**config.mk**
```make
export PLATFORM = sky130hd
export DESIGN_NAME = glyph_row_fetcher
export DESIGN_NICKNAME = d
export VERILOG_FILES = /design/src/rtl/glyph_pkg.sv /design/src/rtl/rom_lat_pipe.sv /design/src/rtl/glyph_row_fetcher.sv
export SDC_FILE = /design/constraint.sdc
export NUM_CORES = 1
export LEC_CHECK = 0
export ABC_AREA = 0
export CAP_MARGIN = 10
export CORE_ASPECT_RATIO = 1.25
export CORE_MARGIN = 5
export CORE_UTILIZATION = 51
export DETAILED_ROUTE_END_ITERATION = 8
export PLACE_DENSITY = 0.9
export SYNTH_ARGS = -nofsm -noshare
export SYNTH_HDL_FRONTEND = slang
export SYNTH_SLANG_ARGS = --single-unit
```
**constraint.sdc**
```tcl
create_clock -name clock -period 3.2 [get_ports clock]
set_clock_uncertainty 0.05 [all_clocks]
set_input_delay 0.32 -clock clock [delete_from_list [all_inputs] [get_ports clock]]
set_output_delay 0.32 -clock clock [all_outputs]
set_load 0.005 [all_outputs]
```
**src/rtl/glyph_pkg.sv**
```systemverilog
`default_nettype none
// +----------------------------------------------------------------------------+
// | glyph_pkg                                                                  |
// | Shared FSM encoding, default geometry and row bit-reversal helper.         |
// | Revision: 1.0                                                              |
// +----------------------------------------------------------------------------+
package glyph_pkg;

   localparam int DEF_GLYPH_W = 8;
   localparam int DEF_GLYPH_H = 8;
   localparam int DEF_ADDR_W  = 10;

   typedef enum logic [1:0] {
      ST_IDLE  = 2'd0,
      ST_FETCH = 2'd1,
      ST_DRAIN = 2'd2,
      ST_DONE  = 2'd3
   } state_t;

   function automatic logic [DEF_GLYPH_W-1:0] bit_reverse(input logic [DEF_GLYPH_W-1:0] v);
      logic [DEF_GLYPH_W-1:0] r;
      for (int i = 0; i < DEF_GLYPH_W; i++) begin
         r[i] = v[DEF_GLYPH_W-1-i];
      end
      return r;
   endfunction

endpackage
`default_nettype wire

```
**src/rtl/rom_lat_pipe.sv**
```systemverilog
`default_nettype none
// +----------------------------------------------------------------------------+
// | rom_lat_pipe                                                               |
// | Tag shift register that tracks which glyph row each ROM read belongs to.   |
// | Revision: 1.0                                                              |
// +----------------------------------------------------------------------------+
module rom_lat_pipe #(
   parameter int DEPTH = 1,
   parameter int TAG_W = 4
) (
   input  logic             clock,
   input  logic             reset,
   input  logic             in_valid,
   input  logic [TAG_W-1:0] in_tag,
   output logic             out_valid,
   output logic [TAG_W-1:0] out_tag
);

   logic [DEPTH-1:0] vld_q;
   logic [DEPTH-1:0] vld_d;
   logic [TAG_W-1:0] tag_q [DEPTH];
   logic [TAG_W-1:0] tag_d [DEPTH];

   always_comb begin
      vld_d[0] = in_valid;
      tag_d[0] = in_tag;
      for (int i = 1; i < DEPTH; i++) begin
         vld_d[i] = vld_q[i-1];
         tag_d[i] = tag_q[i-1];
      end
   end

   always_ff @(posedge clock) begin
      if (reset) begin
         vld_q <= '0;
         for (int i = 0; i < DEPTH; i++) begin
            tag_q[i] <= '0;
         end
      end else begin
         vld_q <= vld_d;
         for (int i = 0; i < DEPTH; i++) begin
            tag_q[i] <= tag_d[i];
         end
      end
   end

   assign out_valid = vld_q[DEPTH-1];
   assign out_tag   = tag_q[DEPTH-1];

endmodule
`default_nettype wire

```
**src/rtl/glyph_row_fetcher.sv**
```systemverilog
`default_nettype none
// +----------------------------------------------------------------------------+
// | glyph_row_fetcher                                                          |
// | Reads GLYPH_H consecutive ROM rows through one read port into a glyph bus. |
// | Revision: 1.0                                                              |
// +----------------------------------------------------------------------------+
module glyph_row_fetcher
   import glyph_pkg::*;
#(
   parameter int GLYPH_W     = DEF_GLYPH_W,
   parameter int GLYPH_H     = DEF_GLYPH_H,
   parameter int ADDR_W      = DEF_ADDR_W,
   parameter int ROM_LATENCY = 1
) (
   input  logic                       clock,
   input  logic                       reset,
   input  logic                       req_valid,
   output logic                       req_ready,
   input  logic [ADDR_W-1:0]          req_addr,
   input  logic                       req_mirror,
   output logic [ADDR_W-1:0]          rom_addr,
   input  logic [GLYPH_W-1:0]         rom_q,
   output logic                       out_valid,
   input  logic                       out_ready,
   output logic [GLYPH_W*GLYPH_H-1:0] out_rows,
   output logic                       busy
);

   localparam int CNT_W = $clog2(GLYPH_H) + 1;

   state_t                     state_q, state_d;
   logic [ADDR_W-1:0]          rom_addr_q, rom_addr_d;
   logic [CNT_W-1:0]           row_cnt_q, row_cnt_d;
   logic                       mirror_q, mirror_d;
   logic [GLYPH_W*GLYPH_H-1:0] rows_q, rows_d;

   logic                       last_row;
   logic                       fetch_active;
   logic                       tag_valid;
   logic [CNT_W-1:0]           tag_row;
   logic [GLYPH_W-1:0]         row_data;

   assign last_row     = (row_cnt_q == CNT_W'(GLYPH_H - 1));
   assign fetch_active = (state_q == ST_FETCH);

   // The tag enters alongside the address currently on rom_addr, so it exits
   // exactly when that address's data is on rom_q.
   rom_lat_pipe #(
      .DEPTH (ROM_LATENCY),
      .TAG_W (CNT_W)
   ) u_lat_pipe (
      .clock     (clock),
      .reset     (reset),
      .in_valid  (fetch_active),
      .in_tag    (row_cnt_q),
      .out_valid (tag_valid),
      .out_tag   (tag_row)
   );

   generate
      if (GLYPH_W == DEF_GLYPH_W) begin : g_rev_pkg
         assign row_data = mirror_q ? bit_reverse(rom_q) : rom_q;
      end else begin : g_rev_loop
         always_comb begin
            for (int i = 0; i < GLYPH_W; i++) begin
               row_data[i] = mirror_q ? rom_q[GLYPH_W-1-i] : rom_q[i];
            end
         end
      end
   endgenerate

   always_ff @(posedge clock) begin
      if (reset) begin
         state_q <= ST_IDLE;
      end else begin
         state_q <= state_d;
      end
   end

   always_comb begin
      state_d = state_q;
      case (state_q)
         ST_IDLE:  if (req_valid) state_d = ST_FETCH;
         ST_FETCH: if (last_row) state_d = ST_DRAIN;
         ST_DRAIN: if (tag_valid && (tag_row == CNT_W'(GLYPH_H - 1))) state_d = ST_DONE;
         ST_DONE:  if (out_ready) state_d = ST_IDLE;
         default:  state_d = ST_IDLE;
      endcase
   end

   always_comb begin
      req_ready = (state_q == ST_IDLE);
      out_valid = (state_q == ST_DONE);
      busy      = (state_q == ST_FETCH) || (state_q == ST_DRAIN);
   end

   always_comb begin
      rom_addr_d = rom_addr_q;
      row_cnt_d  = row_cnt_q;
      mirror_d   = mirror_q;
      rows_d     = rows_q;
      if ((state_q == ST_IDLE) && req_valid) begin
         rom_addr_d = req_addr;
         mirror_d   = req_mirror;
         row_cnt_d  = '0;
      end else if (fetch_active && !last_row) begin
         rom_addr_d = rom_addr_q + ADDR_W'(1);
         row_cnt_d  = row_cnt_q + CNT_W'(1);
      end
      for (int r = 0; r < GLYPH_H; r++) begin
         if (tag_valid && (tag_row == CNT_W'(r))) begin
            rows_d[r*GLYPH_W +: GLYPH_W] = row_data;
         end
      end
   end

   always_ff @(posedge clock) begin
      if (reset) begin
         rom_addr_q <= '0;
         row_cnt_q  <= '0;
         mirror_q   <= 1'b0;
         rows_q     <= '0;
      end else begin
         rom_addr_q <= rom_addr_d;
         row_cnt_q  <= row_cnt_d;
         mirror_q   <= mirror_d;
         rows_q     <= rows_d;
      end
   end

   assign rom_addr = rom_addr_q;
   assign out_rows = rows_q;

endmodule
`default_nettype wire

```
# Word level (Yosys, flattened, before mapping)
# Memory sizes are Yosys's and may differ from the RTL's.
# Cells that the tools add are included.
[word_totals]
elab_cells = 62
out_inout_bits = 77
inputBits = 23
n_memories = 1
mem_bits_rw = 4
regBits = 82
[memory_table]
columns = ["name", "depth", "width", "read_ports", "rd_ports_with_merged_regs", "wr", "line", "source"]
rows = [
  ["u_lat_pipe.tag_q", 1, 4, 1, 0, 1, "rom_lat_pipe.sv:21", "logic [TAG_W-1:0] tag_q [DEPTH];"],
]
[classes]
n_reduce_logical = 18
n_addsub = 2
mux = 13
n_eq_ne = 15
[op_table]
columns = ["operator", "count"]
rows = [
  ["4-bit by 3-bit == test with 1-bit output, second input constant", 5],
  ["10-bit 2-to-1 mux", 2],
  ["10-bit by 1-bit adder with 10-bit output, second input constant", 1],
  ["1-bit logical AND", 10],
  ["4-bit by 2-bit == test with 1-bit output, second input constant", 2],
  ["2-bit 2-to-1 mux", 4],
  ["8-bit 2-to-1 mux", 1],
  ["2-bit case mux with 4 select lines", 1],
  ["2-bit != test, second input constant", 3],
  ["4-bit by 1-bit adder with 4-bit output, second input constant", 1],
  ["2-bit == test, second input constant", 2],
  ["4-bit by 1-bit == test with 1-bit output, second input constant", 1],
  ["4-bit zero test", 1],
  ["1-bit 2-to-1 mux", 4],
  ["4-bit 2-to-1 mux", 1],
  ["4-bit AND reduction", 1],
  ["4-bit OR reduction", 1],
  ["2-bit by 1-bit == test with 1-bit output, second input constant", 1],
  ["2-bit zero test", 1],
  ["2-bit by 1-bit != test with 1-bit output, second input constant", 1],
  ["2-bit nonzero test", 1],
  ["2-bit OR reduction", 1],
  ["1-bit zero test", 1],
  ["1-bit logical OR", 1],
]

# Logic depth before layout (Yosys ltp)
[depth]
ltp_word = 5
ltp_mapped = 7
ltp_nobuf = 6

# Cells and area by module
# A second synthesis with hierarchy kept.
[hier_totals]
cells_unflattened = 350
hier_area_um2 = 3375.7
[by_module_without_submodules]
columns = ["mod", "area_each_um2", "cells_each", "instances", "seq_area_each_um2"]
rows = [
  ["glyph_row_fetcher", 3244.4, 340, 1, 1621.6],
  ["rom_lat_pipe", 131.4, 10, 1, 100.1],
]

# Least setup slack after synthesis
# No wires, ideal clock.
[synth_path]
path_type = "reg-to-reg"
from = "reg state_q[1]"
to = "reg state_q[0]"
setup_time_ps = 86
path_buffers = 1
stages_incl_launch_ff = 7
period_less_slack_ps = 1615
slack_ps = 1585
arrival_time_ps = 1479
required_time_ps = 3064
path_cell_list = "dfxtp_1 inv_1 ha_1 buf_2 a222oi_1 a21oi_1 a211oi_1"
[synth_via]
elab_chain_len = 3
word_cells_on_any_way = 10
cone_classes = "eq/ne (7); mux (1); reduce/logical (2)"
[synth_lines]
columns = ["item", "line", "source"]
rows = [
  ["from (decl)", "glyph_row_fetcher.sv:31", "state_t state_q, state_d;"],
  ["from (signal assigned)", "glyph_row_fetcher.sv:76", "state_q <= state_d;"],
  ["2-bit by 1-bit == test with 1-bit output *", "-", ""],
  ["named net fetch_active", "glyph_row_fetcher.sv:38", "logic fetch_active;"],
  ["2-bit != test (no source line)", "-", ""],
  ["4-bit AND reduction (no source line)", "-", ""],
]
# Mark *: on every way through the listed nets, which the timed path passes. The rest lies on a longest branch.
# A chain may end at the register's enable or synchronous reset.

# Worst setup path in the final report
[layout_path]
from = "reg mirror_q"
to = "reg rows_q[39], in the netlist out_rows[39]"
[layout_via]
elab_chain_len = 1
[layout_lines]
columns = ["item", "line", "source"]
rows = [
  ["from (decl)", "glyph_row_fetcher.sv:34", "logic mirror_q, mirror_d;"],
  ["from (signal assigned)", "glyph_row_fetcher.sv:126", "mirror_q <= mirror_d;"],
  ["8-bit 2-to-1 mux", "glyph_row_fetcher.sv:62", "assign row_data = mirror_q ? bit_reverse(rom_q) : rom_q;"],
  ["to (signal assigned)", "glyph_row_fetcher.sv:127", "rows_q <= rows_d;"],
  ["to (decl)", "glyph_row_fetcher.sv:35", "logic [GLYPH_W*GLYPH_H-1:0] rows_q, rows_d;"],
]
# Every way passes these cells.

==> results.toml <==
[status]
result_of_the_run = "complete, no violations"

[floorplan]
coreArea_mm2 = 0.00657
die_h_um = 102
floorplan.initialDensity_pct = 52.2
die_area_mm2 = 0.00847
die-width_um = 83.3
fp-row-count = 33
io-pin-count = 100

[timing]
period_share_pct = 63.3
rsz0062_at_grt = "no"
hold_violations = 0
slew_headroom_pct = 23.8
final.min_clock_period_ps = 2030
worst_slew_pin_slew_ps = 1110
finalSetupViolCount = 0
final-max-slew-violation-count = 0
fmax_mhz = 494
tns_ps = 0

[placement]
io_buffers = 99
place_congestion = 0.840
dp_hpwl_um = 6030
dpl_cell_area_mm2 = 0.00438

[detailed_routing]
ant_nets = 0
viasPerCell = 5.49
detailedRoute.firstPassIterationCount = 5
post_drt_wl_per_cell_um = 16.3
routed_wirelength_um = 8550
detailed_route_via_count = 2870
drt_iter0_drc = 146
post-route-drc-count = 0

[clocking]
cts_root_buf = "clkbuf_8"
cts_hold_buf = 0
cts_max_level = 3
cts-root-to-sink-buffers = 2
cts.reportedPaths.clkPinSlew_ps = 80
cts_post_setup_buffers_inserted = 0
clk-insertion-delay-late_ps = 350
clock_sinks = 86
post_cts_resize_count = 0
tritoncts = "yes"
cts_inserted_buffers = 9

[global_route]
via_count_of_the_first_global_routing_pass = 2813
antenna_found_initial = 0
grt_remaining_overflow = 0
globalRouteTotalUtil_pct = 20.3
grt_start_max_net_pins = 87
first_pass_grt_wire_length_um = 13700

[synth]
synth.lib_cells_used.distinct = 37
ys_ff_latch = 86
synth-edff-count = 0
mappedNetlistArea_mm2 = 0.00343
mappedNetlistNets = 378
postSynth.asyncResetShare_pct = 0
postSynthAreaPerCell_um2 = 9.84
synth.yosys.warnings = 0
dominantRegCellSynth = "dfxtp_1"
synthesis.instances = 348
yosysSeqAreaShare_pct = 50.3

[critical_path]
crit_path_start_kind = "register"
critical_path.max_stage_delay_ps = 970
crit_fanout = 9
timing.critical_path.slowest_stage_cell = "mux2i_1"
critical_path_required_ps = 3330
worst_path_dominant_cell_family = "multiplexers"
worstSetupPathType = "register to register"
critPathArrivalTime_ps = 2160
crit_path_end_kind = "register"
timing.critical_path.cells = "mux2i_1 -> a211oi_1"
timing.critical_path.buf_inv = 0

[layout]
stdcell_area_mm2 = 0.00458
synthToLayoutAreaGrowth_pct = 33.7
final_net_count = 461
antennaDiodeCount = 0
final_common_cell = "clkdlybuf4s50_1"
final_cell_mix = "98 x clkdlybuf4s50_1, 86 x dfxtp_1, 75 x nor2_1, 70 x a211oi_1, 11 x clkbuf_8"
share_of_final_layout_standard_cells_stronger_than_drive_strength_1_pct = 6.88
fillCellCount = 481

[power_and_ir_drop]
cellLeakagePower_nw = 1.55
p_per_area_mw_per_mm2 = 586
vdd.ir_drop.worst_mv = 0.488

[run]
cap_viol_max_count = 0

[hold_path]
hold_path_class = "register to register"
==> stage by stage <==
stage | util [%] | hold slack [ps] | setup WS [ps] | instances | total power, W
after floorplan | - | 406 | 1590 | 348 | 0.00164
after global placement | 66.7 | 436 | 1190 | 507 | 0.00190
after detailed placement | 66.7 | 442 | 1180 | 507 | 0.00193
after CTS | 69.8 | 452 | 1180 | 523 | 0.00269
after global routing | 69.8 | 480 | 1000 | 523 | 0.00281
final | 69.8 | 449 | 1170 | 523 | 0.00268
==> path summary, 6_finish.rpt <==
check | slack [ps] | to | cells after the start | startpoint
setup / recovery | 1170 | out_rows[39]$_SDFFE_PP0P_ | 2 | mirror_q$_SDFFE_PP0P_
hold / removal | 450 | out_rows[3]$_SDFFE_PP0P_ | 2 | out_rows[3]$_SDFFE_PP0P_
setup reg to reg | 1170 | out_rows[39]$_SDFFE_PP0P_ | 2 | mirror_q$_SDFFE_PP0P_
hold reg to reg | 450 | out_rows[3]$_SDFFE_PP0P_ | 2 | out_rows[3]$_SDFFE_PP0P_
==> where the power goes <==
| group | internal, W | switching (W) |
|---|---|---|
| registers | 0.00116 | 0.0000962 |
| logic | 0.000328 | 0.000322 |
| clock network | 0.000403 | 0.000371 |
==> layout make-up <==
class	instances	area (µm²)	area share [%]
Timing Repair Buffer	100	993	21.7
Sequential cell	86	1720	37.6
Multi-Input combinational cell	230	1540	33.6
Tap cell	87	109	2.38
Clock buffer	13	159	3.47
Inverter	4	15.0	0.328
Clock inverter	3	42.5	0.929
==> flip-flops by register name, summed over array words and instances (netlist names) <==
signal / flops
out_rows: 64
rom_addr: 10
row_cnt_q: 4
u_lat_pipe.tag_q: 4
state_q: 2
mirror_q: 1
u_lat_pipe.out_valid: 1
==> layer usage <==
layer | up-vias | wire (µm) | share of wire, % | GRT usage [%]
li1 | 1410 | - | - | -
met1 | 1335 | 3520 | 41 | 23.9
met2 | 99 | 4220 | 49 | 34.0
met3 | 26 | 476 | 5.6 | 4.56
met4 | 0 | 331 | 3.9 | 12.1
met5 | - | 0 | 0 | 0
==> cells by family (layout without fill, tap and decap cells) <==
kind of cell    count (synthesis)  count (layout)  share of synthesized area (%)
compound gates                 82              82                           18.2
xor+xnor                       11              11                           2.81
fa+ha+maj                       7               7                           2.56
buf+inv                        32             120                           4.82
flops                          86              86                           50.3
mux                             9               9                           2.63
simple gates                  121             121                           18.7
==> synthesized netlist by cell type (4+ instances only) <==
cell / instances / area, µm²
nand2_1: 8 / 30.0
ha_1: 7 / 87.6
nor2b_1: 6 / 37.5
nor2_1: 75 / 282
xor2_1: 5 / 43.8
clkbuf_1: 11 / 41.3
buf_2: 4 / 20.0
nor3_1: 6 / 30.0
mux2i_1: 9 / 90.1
a211oi_1: 70 / 526
xnor2_1: 6 / 52.6
dfxtp_1: 86 / 1720
nand3_1: 6 / 30.0
inv_1: 4 / 15.0
clkbuf_2: 5 / 25.0
buf_4: 5 / 37.5
==> worst min-delay path, delay by kind of cell (launching register included) <==
kind	cells	cell delay, ps
and+or+nand+nor	1	90
AOI/OAI and AO/OA	1	50
DFF	1	310
(Power assumes the default switching activity.)
